[src/rtl/mips_harness_pkg.sv]
// Shared state encoding, error codes and width helper for the MIPS run harness.
package mips_harness_pkg;

  typedef enum logic [2:0] {
    ST_IDLE = 3'd0,
    ST_LOAD = 3'd1,
    ST_RUN  = 3'd2,
    ST_DUMP = 3'd3,
    ST_DONE = 3'd4,
    ST_ERR  = 3'd5
  } state_e;

  localparam logic [1:0] ERR_NONE     = 2'b00;
  localparam logic [1:0] ERR_TIMEOUT  = 2'b01;
  localparam logic [1:0] ERR_OVERFLOW = 2'b10;

  function automatic int clog2(input int value);
    int r;
    r = 0;
    while ((1 << r) < value) r++;
    return r;
  endfunction

endpackage

[src/rtl/mips_dump_seq.sv]
// Data-memory readback sequencer: walks the DUMP_ADDRS list onto a valid/ready
// stream, holding each word until accepted; pulses last_o on the final handshake.
module mips_dump_seq
  import mips_harness_pkg::*;
#(
  parameter int                          DATA_W     = 32,
  parameter int                          DMEM_AW    = 8,
  parameter int                          NUM_DUMP   = 3,
  parameter logic [NUM_DUMP*DMEM_AW-1:0] DUMP_ADDRS = {8'd16, 8'd4, 8'd1},
  parameter int                          IDX_W      = clog2(NUM_DUMP + 1)
) (
  input  logic               clk,
  input  logic               clr,
  input  logic               start_i,
  output logic [DMEM_AW-1:0] dmem_raddr_o,
  input  logic [DATA_W-1:0]  dmem_rdata_i,
  output logic               dump_valid_o,
  input  logic               dump_ready_i,
  output logic [DATA_W-1:0]  dump_data_o,
  output logic [IDX_W-1:0]   dump_idx_o,
  output logic               last_o
);

  localparam logic [IDX_W-1:0] IDX_LAST = IDX_W'(NUM_DUMP - 1);

  logic             active_q, active_d;
  logic [IDX_W-1:0] idx_q, idx_d;

  always_ff @(posedge clk) begin
    if (clr) begin
      active_q <= 1'b0;
      idx_q    <= '0;
    end else begin
      active_q <= active_d;
      idx_q    <= idx_d;
    end
  end

  always_comb begin
    active_d = active_q;
    idx_d    = idx_q;
    last_o   = 1'b0;
    if (start_i) begin
      active_d = 1'b1;
      idx_d    = '0;
    end else if (active_q && dump_ready_i) begin
      if (idx_q == IDX_LAST) begin
        active_d = 1'b0;
        idx_d    = '0;
        last_o   = 1'b1;
      end else begin
        idx_d = idx_q + 1'b1;
      end
    end
  end

  // Read port is combinational and memory is static after fin, so the word
  // stays stable for as long as the index is held.
  assign dmem_raddr_o = DUMP_ADDRS[int'(idx_q) * DMEM_AW +: DMEM_AW];
  assign dump_valid_o = active_q;
  assign dump_data_o  = active_q ? dmem_rdata_i : '0;
  assign dump_idx_o   = idx_q;

endmodule

[src/rtl/mips_run_harness.sv]
// Run controller for the MIPS pipeline: load program, run with timeout, dump results.
//  IDLE | waiting for start          LOAD | accepting program words into imem
//  RUN  | core released, timing fin  DUMP | streaming data-memory words out
//  DONE | run complete               ERR  | timeout or imem overflow, core held
module mips_run_harness
  import mips_harness_pkg::*;
#(
  parameter int                          DATA_W     = 32,
  parameter int                          IMEM_AW    = 8,
  parameter int                          DMEM_AW    = 8,
  parameter int                          NUM_DUMP   = 3,
  parameter logic [NUM_DUMP*DMEM_AW-1:0] DUMP_ADDRS = {8'd16, 8'd4, 8'd1},
  parameter int                          TIMEOUT    = 1024,
  localparam int                         CYC_W      = clog2(TIMEOUT + 1),
  localparam int                         IDX_W      = clog2(NUM_DUMP + 1)
) (
  input  logic               clk,
  input  logic               clr,
  input  logic               start,
  input  logic               ld_valid,
  output logic               ld_ready,
  input  logic [DATA_W-1:0]  ld_data,
  input  logic               ld_last,
  output logic               imem_we,
  output logic [IMEM_AW-1:0] imem_addr,
  output logic [DATA_W-1:0]  imem_wdata,
  output logic               cpu_pcclr,
  input  logic               cpu_fin,
  output logic [DMEM_AW-1:0] dmem_raddr,
  input  logic [DATA_W-1:0]  dmem_rdata,
  output logic               dump_valid,
  input  logic               dump_ready,
  output logic [DATA_W-1:0]  dump_data,
  output logic [IDX_W-1:0]   dump_idx,
  output logic               busy,
  output logic               done,
  output logic               err,
  output logic [1:0]         err_code,
  output logic [CYC_W-1:0]   run_cycles
);

  localparam logic [IMEM_AW-1:0] PTR_MAX   = '1;
  localparam logic [CYC_W-1:0]   CYC_MAX   = '1;
  localparam logic [CYC_W-1:0]   CYC_LIMIT = CYC_W'(TIMEOUT);

  state_e             state_q, state_d;
  logic [IMEM_AW-1:0] ptr_q, ptr_d;
  logic [CYC_W-1:0]   cyc_q, cyc_d;
  logic [1:0]         ecode_q, ecode_d;
  logic               ld_fire, dump_start, dump_last;

  assign ld_fire = (state_q == ST_LOAD) && ld_valid;

  always_ff @(posedge clk) begin
    if (clr) begin
      state_q <= ST_IDLE;
      ptr_q   <= '0;
      cyc_q   <= '0;
      ecode_q <= ERR_NONE;
    end else begin
      state_q <= state_d;
      ptr_q   <= ptr_d;
      cyc_q   <= cyc_d;
      ecode_q <= ecode_d;
    end
  end

  always_comb begin
    state_d    = state_q;
    ptr_d      = ptr_q;
    cyc_d      = cyc_q;
    ecode_d    = ecode_q;
    dump_start = 1'b0;
    case (state_q)
      ST_IDLE, ST_DONE, ST_ERR: begin
        if (start) begin
          state_d = ST_LOAD;
          ptr_d   = '0;
          cyc_d   = '0;
          ecode_d = ERR_NONE;
        end
      end
      ST_LOAD: begin
        if (ld_fire) begin
          ptr_d = ptr_q + 1'b1;
          if (ld_last) begin
            state_d = ST_RUN;
          end else if (ptr_q == PTR_MAX) begin
            state_d = ST_ERR;
            ecode_d = ERR_OVERFLOW;
            ptr_d   = ptr_q;
          end
        end
      end
      ST_RUN: begin
        if (cyc_q != CYC_MAX) cyc_d = cyc_q + 1'b1;
        // cyc_q == 0 marks the first RUN cycle, when fin is still stale from clear
        if (cpu_fin && (cyc_q != '0)) begin
          state_d    = ST_DUMP;
          dump_start = 1'b1;
        end else if (cyc_d >= CYC_LIMIT) begin
          state_d = ST_ERR;
          ecode_d = ERR_TIMEOUT;
        end
      end
      ST_DUMP: begin
        if (dump_last) state_d = ST_DONE;
      end
      default: state_d = ST_IDLE;
    endcase
  end

  mips_dump_seq #(
    .DATA_W    (DATA_W),
    .DMEM_AW   (DMEM_AW),
    .NUM_DUMP  (NUM_DUMP),
    .DUMP_ADDRS(DUMP_ADDRS),
    .IDX_W     (IDX_W)
  ) u_dump (
    .clk         (clk),
    .clr         (clr),
    .start_i     (dump_start),
    .dmem_raddr_o(dmem_raddr),
    .dmem_rdata_i(dmem_rdata),
    .dump_valid_o(dump_valid),
    .dump_ready_i(dump_ready),
    .dump_data_o (dump_data),
    .dump_idx_o  (dump_idx),
    .last_o      (dump_last)
  );

  assign ld_ready   = (state_q == ST_LOAD);
  assign imem_we    = ld_fire;
  assign imem_addr  = ptr_q;
  assign imem_wdata = ld_data;
  assign cpu_pcclr  = (state_q == ST_RUN) || (state_q == ST_DUMP);
  assign busy       = (state_q == ST_LOAD) || (state_q == ST_RUN) || (state_q == ST_DUMP);
  assign done       = (state_q == ST_DONE);
  assign err        = (state_q == ST_ERR);
  assign err_code   = ecode_q;
  assign run_cycles = cyc_q;

endmodule

[config.mk]
export PLATFORM = sky130hd
export DESIGN_NAME = mips_run_harness
export DESIGN_NICKNAME = d
export VERILOG_FILES = /design/src/rtl/mips_harness_pkg.sv /design/src/rtl/mips_dump_seq.sv /design/src/rtl/mips_run_harness.sv
export SDC_FILE = /design/constraint.sdc
export NUM_CORES = 1
export LEC_CHECK = 0
export CORE_MARGIN = 2
export CORE_UTILIZATION = 35
export DETAILED_ROUTE_END_ITERATION = 7
export PLACE_DENSITY = 0.9
export SYNTH_ARGS = -nofsm -noshare
export SYNTH_HDL_FRONTEND = slang
export SYNTH_SLANG_ARGS = --single-unit
[constraint.sdc]
create_clock -name clk -period 2.8 [get_ports clk]
set_input_delay 0.56 -clock clk [delete_from_list [all_inputs] [get_ports clk]]
set_output_delay 0.56 -clock clk [all_outputs]
set_load 0.05 [all_outputs]
======== Yosys cells after proc, flatten, opt, wreduce, memory -nomap -nowiden ========
Cells that the tools add are included.
word-level totals
  flip-flop bits (word level) ............. 27
  input port bits ......................... 71
  word-level logic and storage cells ...... 83
operators by class
  multiplexer cells ....................... 34
  shift-type cells ........................ 1
  reduce and logical (&&, ||, !) cells .... 20
  add/sub/neg operators ................... 3
  order comparisons ....................... 1
  equal/unequal tests ..................... 18
operators with widths
  operator                                                                      number
  11-bit two-way mux                                                            3
  32-bit two-way mux                                                            1
  8-bit two-way mux                                                             4
  24-bit by 6-bit indexed part select with 8-bit output (first input constant)  1
  11-bit case mux with 2 select lines                                           1
  3-bit two-way mux                                                             7
  8-bit case mux with 2 select lines                                            1
  2-bit two-way mux                                                             7
  3-bit case mux with 4 select lines                                            1
  11-bit by 1-bit adder with 11-bit output (second input constant)              1
  11-bit >= comparator (second input constant)                                  1
  11-bit inequality test (second input constant)                                1
  11-bit nonzero test                                                           1
  2-bit inequality test (second input constant)                                 5
  8-bit by 1-bit adder with 8-bit output (second input constant)                1
  8-bit equality test (second input constant)                                   1
  1-bit two-way mux                                                             8
  2-bit nonzero test                                                            4
  7-bit AND reduction                                                           1
  3-bit by 2-bit equality test with 1-bit output (second input constant)        2
  3-bit equality test (second input constant)                                   2
  3-bit inequality test (second input constant)                                 2
  2-bit case mux with 3 select lines                                            1
  5-bit AND reduction                                                           1
  13 further kinds                                                              19

======== Longest topological paths before layout ========
Gate-level depths: netlist (run 1).
  depth after elaboration ................. 7
  mapped depth ............................ 7

======== Modules after synthesis ========
A second synthesis (run 1) with hierarchy kept.
second synthesis, totals
  cells, all modules ...................... 267
  area, all modules ....................... 2,087.0 sq um
modules (own cells, without submodules)
  module            times used  cells each  area an instance (sq um)
  mips_run_harness  1           208         1,660.3
  mips_dump_seq     1           59          426.7

======== Least setup slack after synthesis (run 1) ========
No wires, ideal clock.
  path kind ............................... register to output
  from .................................... register state_q[1]
  to ...................................... output imem_we
  data arrival time ....................... 1.858 ns
  buffers on the path ..................... 1
  required time ........................... 2.240 ns
  setup slack ............................. 0.382 ns
  cell stages (with the launch flop) ...... 4
  path through ............................ dfxtp_1 > clkbuf_1 > nor2_1 > and2_1
on the way
  word-level cells in the longest chain between the ends .. 2
ends and longest elaborated chain
  item                                            RTL line                text
  start, declared                                 mips_run_harness.sv:46  state_e state_q, state_d;
  start signal, assigned                          mips_run_harness.sv:61  state_q <= state_d;
  3-bit by 1-bit equality test with 1-bit output  n/a
  named net ld_ready                              mips_run_harness.sv:21  output logic ld_ready,
  1-bit logical AND                               mips_run_harness.sv:52  assign ld_fire = (state_q == ST_LOAD) && ld_valid;
  end, declared                                   mips_run_harness.sv:24  output logic imem_we,
The timed path passes the listed nets, and every way through them passes these cells.

======== Final worst setup path (run 1) ========
  from .................................... register state_q[1]
  to ...................................... output cpu_pcclr
on the way
  word-level cells in the longest chain between the ends .. 2
  elaborated cells between the ends (all ways) .. 3
ends and longest elaborated chain
  item                                            RTL line                 text
  3-bit by 2-bit equality test with 1-bit output  mips_run_harness.sv:136  assign cpu_pcclr = (state_q == ST_RUN) || (state_q == ST_DUMP);
  1-bit logical OR *                              mips_run_harness.sv:136
  end, declared                                   mips_run_harness.sv:27   output logic cpu_pcclr,
Mark *: on every way between the ends. The rest lies on a longest branch, timed or not.

==> impl_metrics.env, run 1 <==
export IMPL_yosysUniqueCellTypes=48
export IMPL_clk_pin_slew_ns=0.10
export IMPL_wl_per_cell_um=13.5
export IMPL_clockBufferDepth=2
export IMPL_port_buffers=103
export IMPL_grt_use_met3_pct=5.77
export IMPL_slew_headroom_pct=64.1
export IMPL_slowest_delay_ns=0.80
export IMPL_die_w_um=79.7
export IMPL_ctsHtreeMaxLevel=1
export IMPL_yosysWarnings=0
export IMPL_seq_area_frac_synth_pct=27.0
export IMPL_grt_pass1_wl_mm=8.45
export IMPL_ir_worst_vdd_mv=0.259
export IMPL_min_from="err_code[1]"
export IMPL_finalHoldViolCount=0
export IMPL_power_mw=1.52
export IMPL_critical_path_cell_chain="nand2b_1 -> inv_1 -> clkdlybuf4s50_1"
export IMPL_ant_nets=0
export IMPL_cp_max_fo=16
export IMPL_cts_resized=0
export IMPL_drive_above_1_share_pct=14.2
export IMPL_post_route_drc_count=0
export IMPL_first_iter_violations=57
export IMPL_synth_top_cell_area_share_pct=27.0
export IMPL_max_freq_ghz=0.385
export IMPL_worst_slew_pin_slew_ns=0.537
export IMPL_gp_congestion=0.849
export IMPL_final_setup_worst_slack_ns=0.205
export IMPL_grt_pass1_vias=1866
export IMPL_crit_type="reg -> out"
export IMPL_antenna_found_initial=0
export IMPL_cp_start_kind="flop"
export IMPL_fp_row_count=27
export IMPL_timing_final_crit_share_pct=92.7
export IMPL_dieArea_mm2=0.00635
export IMPL_synth_area_top_cells="dfxtp_1, buf_4, and2_1, nand2_1, a21oi_1"
export IMPL_fin_hold_ws_ns=0.485
export IMPL_io_pins=173
export IMPL_met1_usage_pct=16.6
export IMPL_fin_skew_ns=0.0106
export IMPL_startpoint="state_q[1]"
export IMPL_antenna_cells=0
export IMPL_synth_cells=264
export IMPL_rsz0062_at_grt="no"
export IMPL_power_density_mw_per_mm2=539
export IMPL_clock_sinks=27
export IMPL_via_per_inst=5.07
export IMPL_grt_max_degree=33
export IMPL_r2r_start="state_q[1]"
export IMPL_grtUsageMet2_pct=30.7
export IMPL_drv_slew=0
export IMPL_synthArstFlopShare_pct=0
export IMPL_synth_top_family_by_area="simple AND/OR/NAND/NOR gates"
export IMPL_synthSimpleGateAreaFrac_pct=34.8
export IMPL_finalWirelength_mm=5.47
export IMPL_pre_cts_slack_ns=0.395
export IMPL_nets=407
export IMPL_finalSetupViolCount=0
export IMPL_clockRootBuffer="clkbuf_8"
export IMPL_vias=2050
export IMPL_cts_buffers=3
export IMPL_die_y_um=79.7
export IMPL_path_delay_family="buffers and inverters"
export IMPL_cp_arrival_ns=2.04
export IMPL_avgSynthCellArea_um2=7.59
export IMPL_clk_latency_ns=0.28
export IMPL_cap_viol_max_count=0
export IMPL_hold_buffers=0
export IMPL_gr_total_overflow=0
export IMPL_start_util_pct=36.4
export IMPL_synth_flop_cell="dfxtp_1"
export IMPL_synth_largest_area_cell="dfxtp_1"
export IMPL_synth_edf_count=0
export IMPL_worstSetupEndpointType="output port"
export IMPL_area_growth_pct=40.6
export IMPL_dp_hpwl_mm=4.41
export IMPL_synth_compound_area_share_pct=13.0
export IMPL_syn_area_mm2=0.00200
export IMPL_critPathSlowestCell="clkdlybuf4s50_1"
export IMPL_synth_xor_area_share_pct=2.18
export IMPL_cts_tree="yes"
export IMPL_synth_area_mux_share_pct=3.68
export IMPL_leakage_nw=1.15
export IMPL_crit_required_ns=2.24
export IMPL_grt_busiest_layer="met2"
export IMPL_worstHoldPathType="reg -> reg"
export IMPL_cts_setup_buffers=0
export IMPL_ys_ff_latch=27
export IMPL_grt_total_usage_pct=16.5
export IMPL_detail_route_first_pass_iterations=4
export IMPL_status="finished clean"
export IMPL_crit_buf_inv=2
export IMPL_tns_ns=0
export IMPL_coreArea_mm2=0.00551
export IMPL_synth_fa_ha_area_share_pct=1.87
export IMPL_min_period_ns=2.60
-- cells by family (layout without fill, tap and decap cells) --
group | after synthesis | in the layout
AOI/OAI and AO/OA | 39 | 39
xor gates and xnor gates | 5 | 5
adders and majority gates | 3 | 3
buffers and inverters | 55 | 119
DFF | 27 | 27
muxes | 7 | 7
other | 1 | 5
and+or+nand+nor | 127 | 127
-- cell usage in the layout, fill, tap and decap left out, types with 2 or more instances in the layout --
| master | netlist | final |
|---|---|---|
| clkdlybuf4s50_1 | 0 | 70 |
| buf_4 | 37 | 37 |
| and2_1 | 35 | 35 |
| dfxtp_1 | 27 | 27 |
| nand2_1 | 24 | 24 |
| nor2_1 | 20 | 20 |
| a21oi_1 | 15 | 15 |
| nand3_1 | 9 | 9 |
| inv_1 | 8 | 8 |
| nand4_1 | 7 | 7 |
| o21ai_0 | 6 | 6 |
| and3_1 | 5 | 5 |
| conb_1 | 1 | 5 |
| nor3_1 | 4 | 4 |
| or3_1 | 4 | 4 |
| xor2_1 | 4 | 4 |
| o211ai_1 | 4 | 4 |
| mux2i_1 | 4 | 4 |
| nor2b_1 | 3 | 3 |
| ha_1 | 3 | 3 |
| clkbuf_8 | 0 | 3 |
| nand2b_1 | 2 | 2 |
| and4_1 | 2 | 2 |
| nor3b_1 | 2 | 2 |
| or4b_1 | 2 | 2 |
| or4_1 | 2 | 2 |
| o31a_1 | 2 | 2 |
| mux2_2 | 2 | 2 |
-- path summary, 6_finish.rpt --
check	end	slack, ns	depth (start not counted)
hold / removal	err_code[1]	0.49	2
setup reg to reg	state_q[1]	0.52	5
setup / recovery	cpu_pcclr	0.20	3
hold reg to reg	err_code[1]	0.49	2
-- synth_stat cells, drive strengths merged (2+ instances only) --
master / count
nand3: 9
and4: 2
nand2: 24
nor3b: 2
mux2i: 4
nor3: 4
or4b: 2
dfxtp: 27
o21ai: 6
nand4: 7
buf: 38
nor2b: 3
a21oi: 15
mux2: 3
and3: 5
and2: 35
ha: 3
clkbuf: 9
or3: 4
a211oi: 2
inv: 8
o211ai: 4
or4: 2
nand2b: 2
xor2: 4
o31a: 2
nor2: 20
-- state kept, by name (all words and copies together), names as in the netlist --
name	count
imem_addr	8
err_code	2
state_q	3
u_dump.dump_idx_o	2
u_dump.dump_valid_o	1
run_cycles	11
-- per-layer routing --
layer | wire length, µm | up-vias | share of wire [%]
met2 | 2780 | 109 | 51
met4 | 95 | 0 | 1.7
li1 | - | 1001 | -
met1 | 1990 | 932 | 36
met5 | 0 | - | 0
met3 | 606 | 8 | 11
-- stage by stage --
| step | std cells | util [%] | area, µm² |
|---|---|---|---|
| 2_1_floorplan | 268 | - | 2020 |
| 3_3_place_gp | 400 | 50.3 | 2770 |
| 3_5_place_dp | 400 | 50.3 | 2770 |
| 4_1_cts | 404 | 51.2 | 2820 |
| 5_1_grt | 404 | 51.2 | 2820 |
| 6_report | 404 | 51.2 | 2820 |
-- worst register-to-register path: stages, from the launching register on --
cell	delay, ns
dfxtp_1	0.64
or3b_1	0.52
a311o_1	0.40
o21bai_2	0.15
nor3b_1	0.09
a2111oi_1	0.36
-- final cells by class --
| cell class | instances | area, µm² |
|---|---|---|
| clock buffer | 3 | 41.3 |
| clock inverter | 1 | 5.00 |
| fill | 502 | 2690 |
| inverter | 8 | 30.0 |
| multi-input combinational | 186 | 1130 |
| sequential | 27 | 541 |
| tap | 72 | 90.1 |
| timing repair buffer | 107 | 978 |
-- report_power, final --
group	internal (mW)	switching, mW	leakage, nW
Clock	0.100	0.130	0.0255
Sequential	0.420	0.0780	0.218
Combinational	0.302	0.489	0.904
Total	0.822	0.697	1.15
Note: power is estimated with default switching activity, not from simulation.
==> run 2, diff against run 1 <==
--- a/config.mk
+++ b/config.mk
@@ -5,10 +5,12 @@
 export SDC_FILE = /design/constraint.sdc
 export NUM_CORES = 1
 export LEC_CHECK = 0
-export CORE_MARGIN = 2
+export CORE_MARGIN = 5
 export CORE_UTILIZATION = 35
 export DETAILED_ROUTE_END_ITERATION = 7
+export GPL_ROUTABILITY_DRIVEN = 0
 export PLACE_DENSITY = 0.9
+export SLEW_MARGIN = 20
 export SYNTH_ARGS = -nofsm -noshare
 export SYNTH_HDL_FRONTEND = slang
 export SYNTH_SLANG_ARGS = --single-unit
==> run 2 against run 1 <==
Effect of this change:
- setup slack better by 0.0096 ns
- combinational power up 3.2%
- critical path depth unchanged
- sequential cell count unchanged
- first-iteration DRC count up 54%
- non-clock buffer count up 1
- largest cell class unchanged
==> impl_metrics.env, run 2 (synthesis results as in run 1) <==
export IMPL_status="finished clean"
export IMPL_start_util_pct=36.2
export IMPL_grt_total_usage_pct=15.1
export IMPL_final_common_cell="clkdlybuf4s50_1"
export IMPL_min_period_ns=2.59
export IMPL_slew_headroom_pct=65.0
export IMPL_ant_nets=0
export IMPL_area_growth_pct=40.9
export IMPL_io_pins=173
export IMPL_final_util_pct=51.0
export IMPL_grt_max_degree=36
export IMPL_dieArea_mm2=0.00734
export IMPL_cap_viol_max_count=0
export IMPL_crit_required_ns=2.24
export IMPL_clockRootBuffer="clkbuf_8"
export IMPL_worst_slew_pin_slew_ns=0.523
export IMPL_startpoint="state_q[0]"
export IMPL_worstSetupEndpointType="output port"
export IMPL_rsz0062_at_grt="no"
export IMPL_port_buffers=103
export IMPL_cp_max_fo=12
export IMPL_layoutNonFillerInstCount=405
export IMPL_largest_reg_flops=11
export IMPL_worstHoldPathType="reg -> reg"
export IMPL_antenna_cells=0
export IMPL_cp_arrival_ns=2.03
export IMPL_cts_tree="yes"
export IMPL_cts_buffers=3
export IMPL_die_w_um=85.7
export IMPL_leakage_nw=1.15
export IMPL_fp_row_count=27
export IMPL_dp_hpwl_mm=4.89
export IMPL_crit_end="err"
export IMPL_wl_per_cell_um=14.8
export IMPL_clockBufferDepth=2
export IMPL_clk_pin_slew_ns=0.10
export IMPL_cts_resized=0
export IMPL_num_fill_cells=523
export IMPL_place_inst=401
export IMPL_drive_above_1_share_pct=14.4
export IMPL_grt_pass1_wl_mm=9.19
export IMPL_die_y_um=85.7
export IMPL_critPathSlowestCell="clkdlybuf4s50_1"
export IMPL_drv_slew=0
export IMPL_detail_route_first_pass_iterations=4
export IMPL_r2r_end="state_q[1]"
export IMPL_ir_worst_vdd_mv=0.328
export IMPL_crit_type="reg -> out"
export IMPL_gr_total_overflow=0
export IMPL_nets=408
export IMPL_coreArea_mm2=0.00554
export IMPL_final_cell_mix="clkdlybuf4s50_1, buf_4, and2_1, dfxtp_1, nand2_1"
export IMPL_clk_latency_ns=0.27
export IMPL_finalHoldViolCount=0
export IMPL_clock_sinks=27
export IMPL_final_setup_worst_slack_ns=0.214
export IMPL_grt_pass1_vias=1829
export IMPL_fin_skew_ns=0.00343
export IMPL_cts_setup_buffers=0
export IMPL_finalSetupViolCount=0
export IMPL_fin_hold_ws_ns=0.483
export IMPL_slowest_delay_ns=0.84
export IMPL_vias=2057
export IMPL_via_per_inst=5.08
export IMPL_finalWirelength_mm=6.01
export IMPL_ctsHtreeMaxLevel=1
export IMPL_antenna_found_initial=0
export IMPL_power_density_mw_per_mm2=542
export IMPL_r2r_cells=7
export IMPL_timing_final_crit_share_pct=92.3
export IMPL_first_iter_violations=88
export IMPL_critical_path_cell_chain="inv_1 -> nor3_1 -> clkdlybuf4s50_1"
export IMPL_tns_ns=0
export IMPL_pre_cts_slack_ns=0.349
export IMPL_max_freq_ghz=0.387
export IMPL_post_route_drc_count=0
export IMPL_hold_buffers=0
export IMPL_r2r_start="run_cycles[0]"
export IMPL_r2r_setup_slack_ns=0.59
export IMPL_cp_start_kind="flop"
-- run 2: per-stage QoR --
stage / area (µm²) / total power, mW
after floorplan: 2020 / 1.16
after global placement: 2780 / 1.30
after detailed placement: 2780 / 1.31
after CTS: 2830 / 1.54
after global routing: 2830 / 1.62
final: 2830 / 1.53
-- run 2: cell type report --
type / instances / area [µm²] / area share (%)
Clock buffer: 3 / 41.3 / 1.46
Clock inverter: 1 / 5.00 / 0.177
Inverter: 8 / 30.0 / 1.06
Multi-Input combinational cell: 186 / 1130 / 40.1
Sequential cell: 27 / 541 / 19.1
Tap cell: 72 / 90.1 / 3.19
Timing Repair Buffer: 108 / 986 / 34.9
-- run 2: worst max-delay path, delay by kind of cell, from the launching register on --
family,cells,cell delay [ns]
buf+inv,2,0.98
flops,1,0.54
simple gates,1,0.23
-- run 2: power breakdown --
group / leakage [nW] / internal [mW] / switching [mW]
clock: 0.0255 / 0.0997 / 0.126
sequential: 0.218 / 0.420 / 0.0696
combinational: 0.910 / 0.310 / 0.506
total: 1.15 / 0.830 / 0.701
-- run 2: how the worst min path moves through the flow --
stage	cells past startpoint	from	to	slack, ns
3_3_place_gp	2	err_code[0]	err_code[0]	0.46
6_report	2	err_code[0]	err_code[0]	0.48
4_1_cts	2	err_code[0]	err_code[0]	0.48
3_5_place_dp	2	err_code[0]	err_code[0]	0.46
2_1_floorplan	1	clr	imem_addr[0]	0.63
5_1_grt	2	err_code[0]	err_code[0]	0.51
-- run 2: routing by layer --
metal	global-route usage, %	share of wire [%]
met1	17.3	40
met3	4.13	9.3
met4	2.16	0.37
met5	0	0
met2	28.3	51
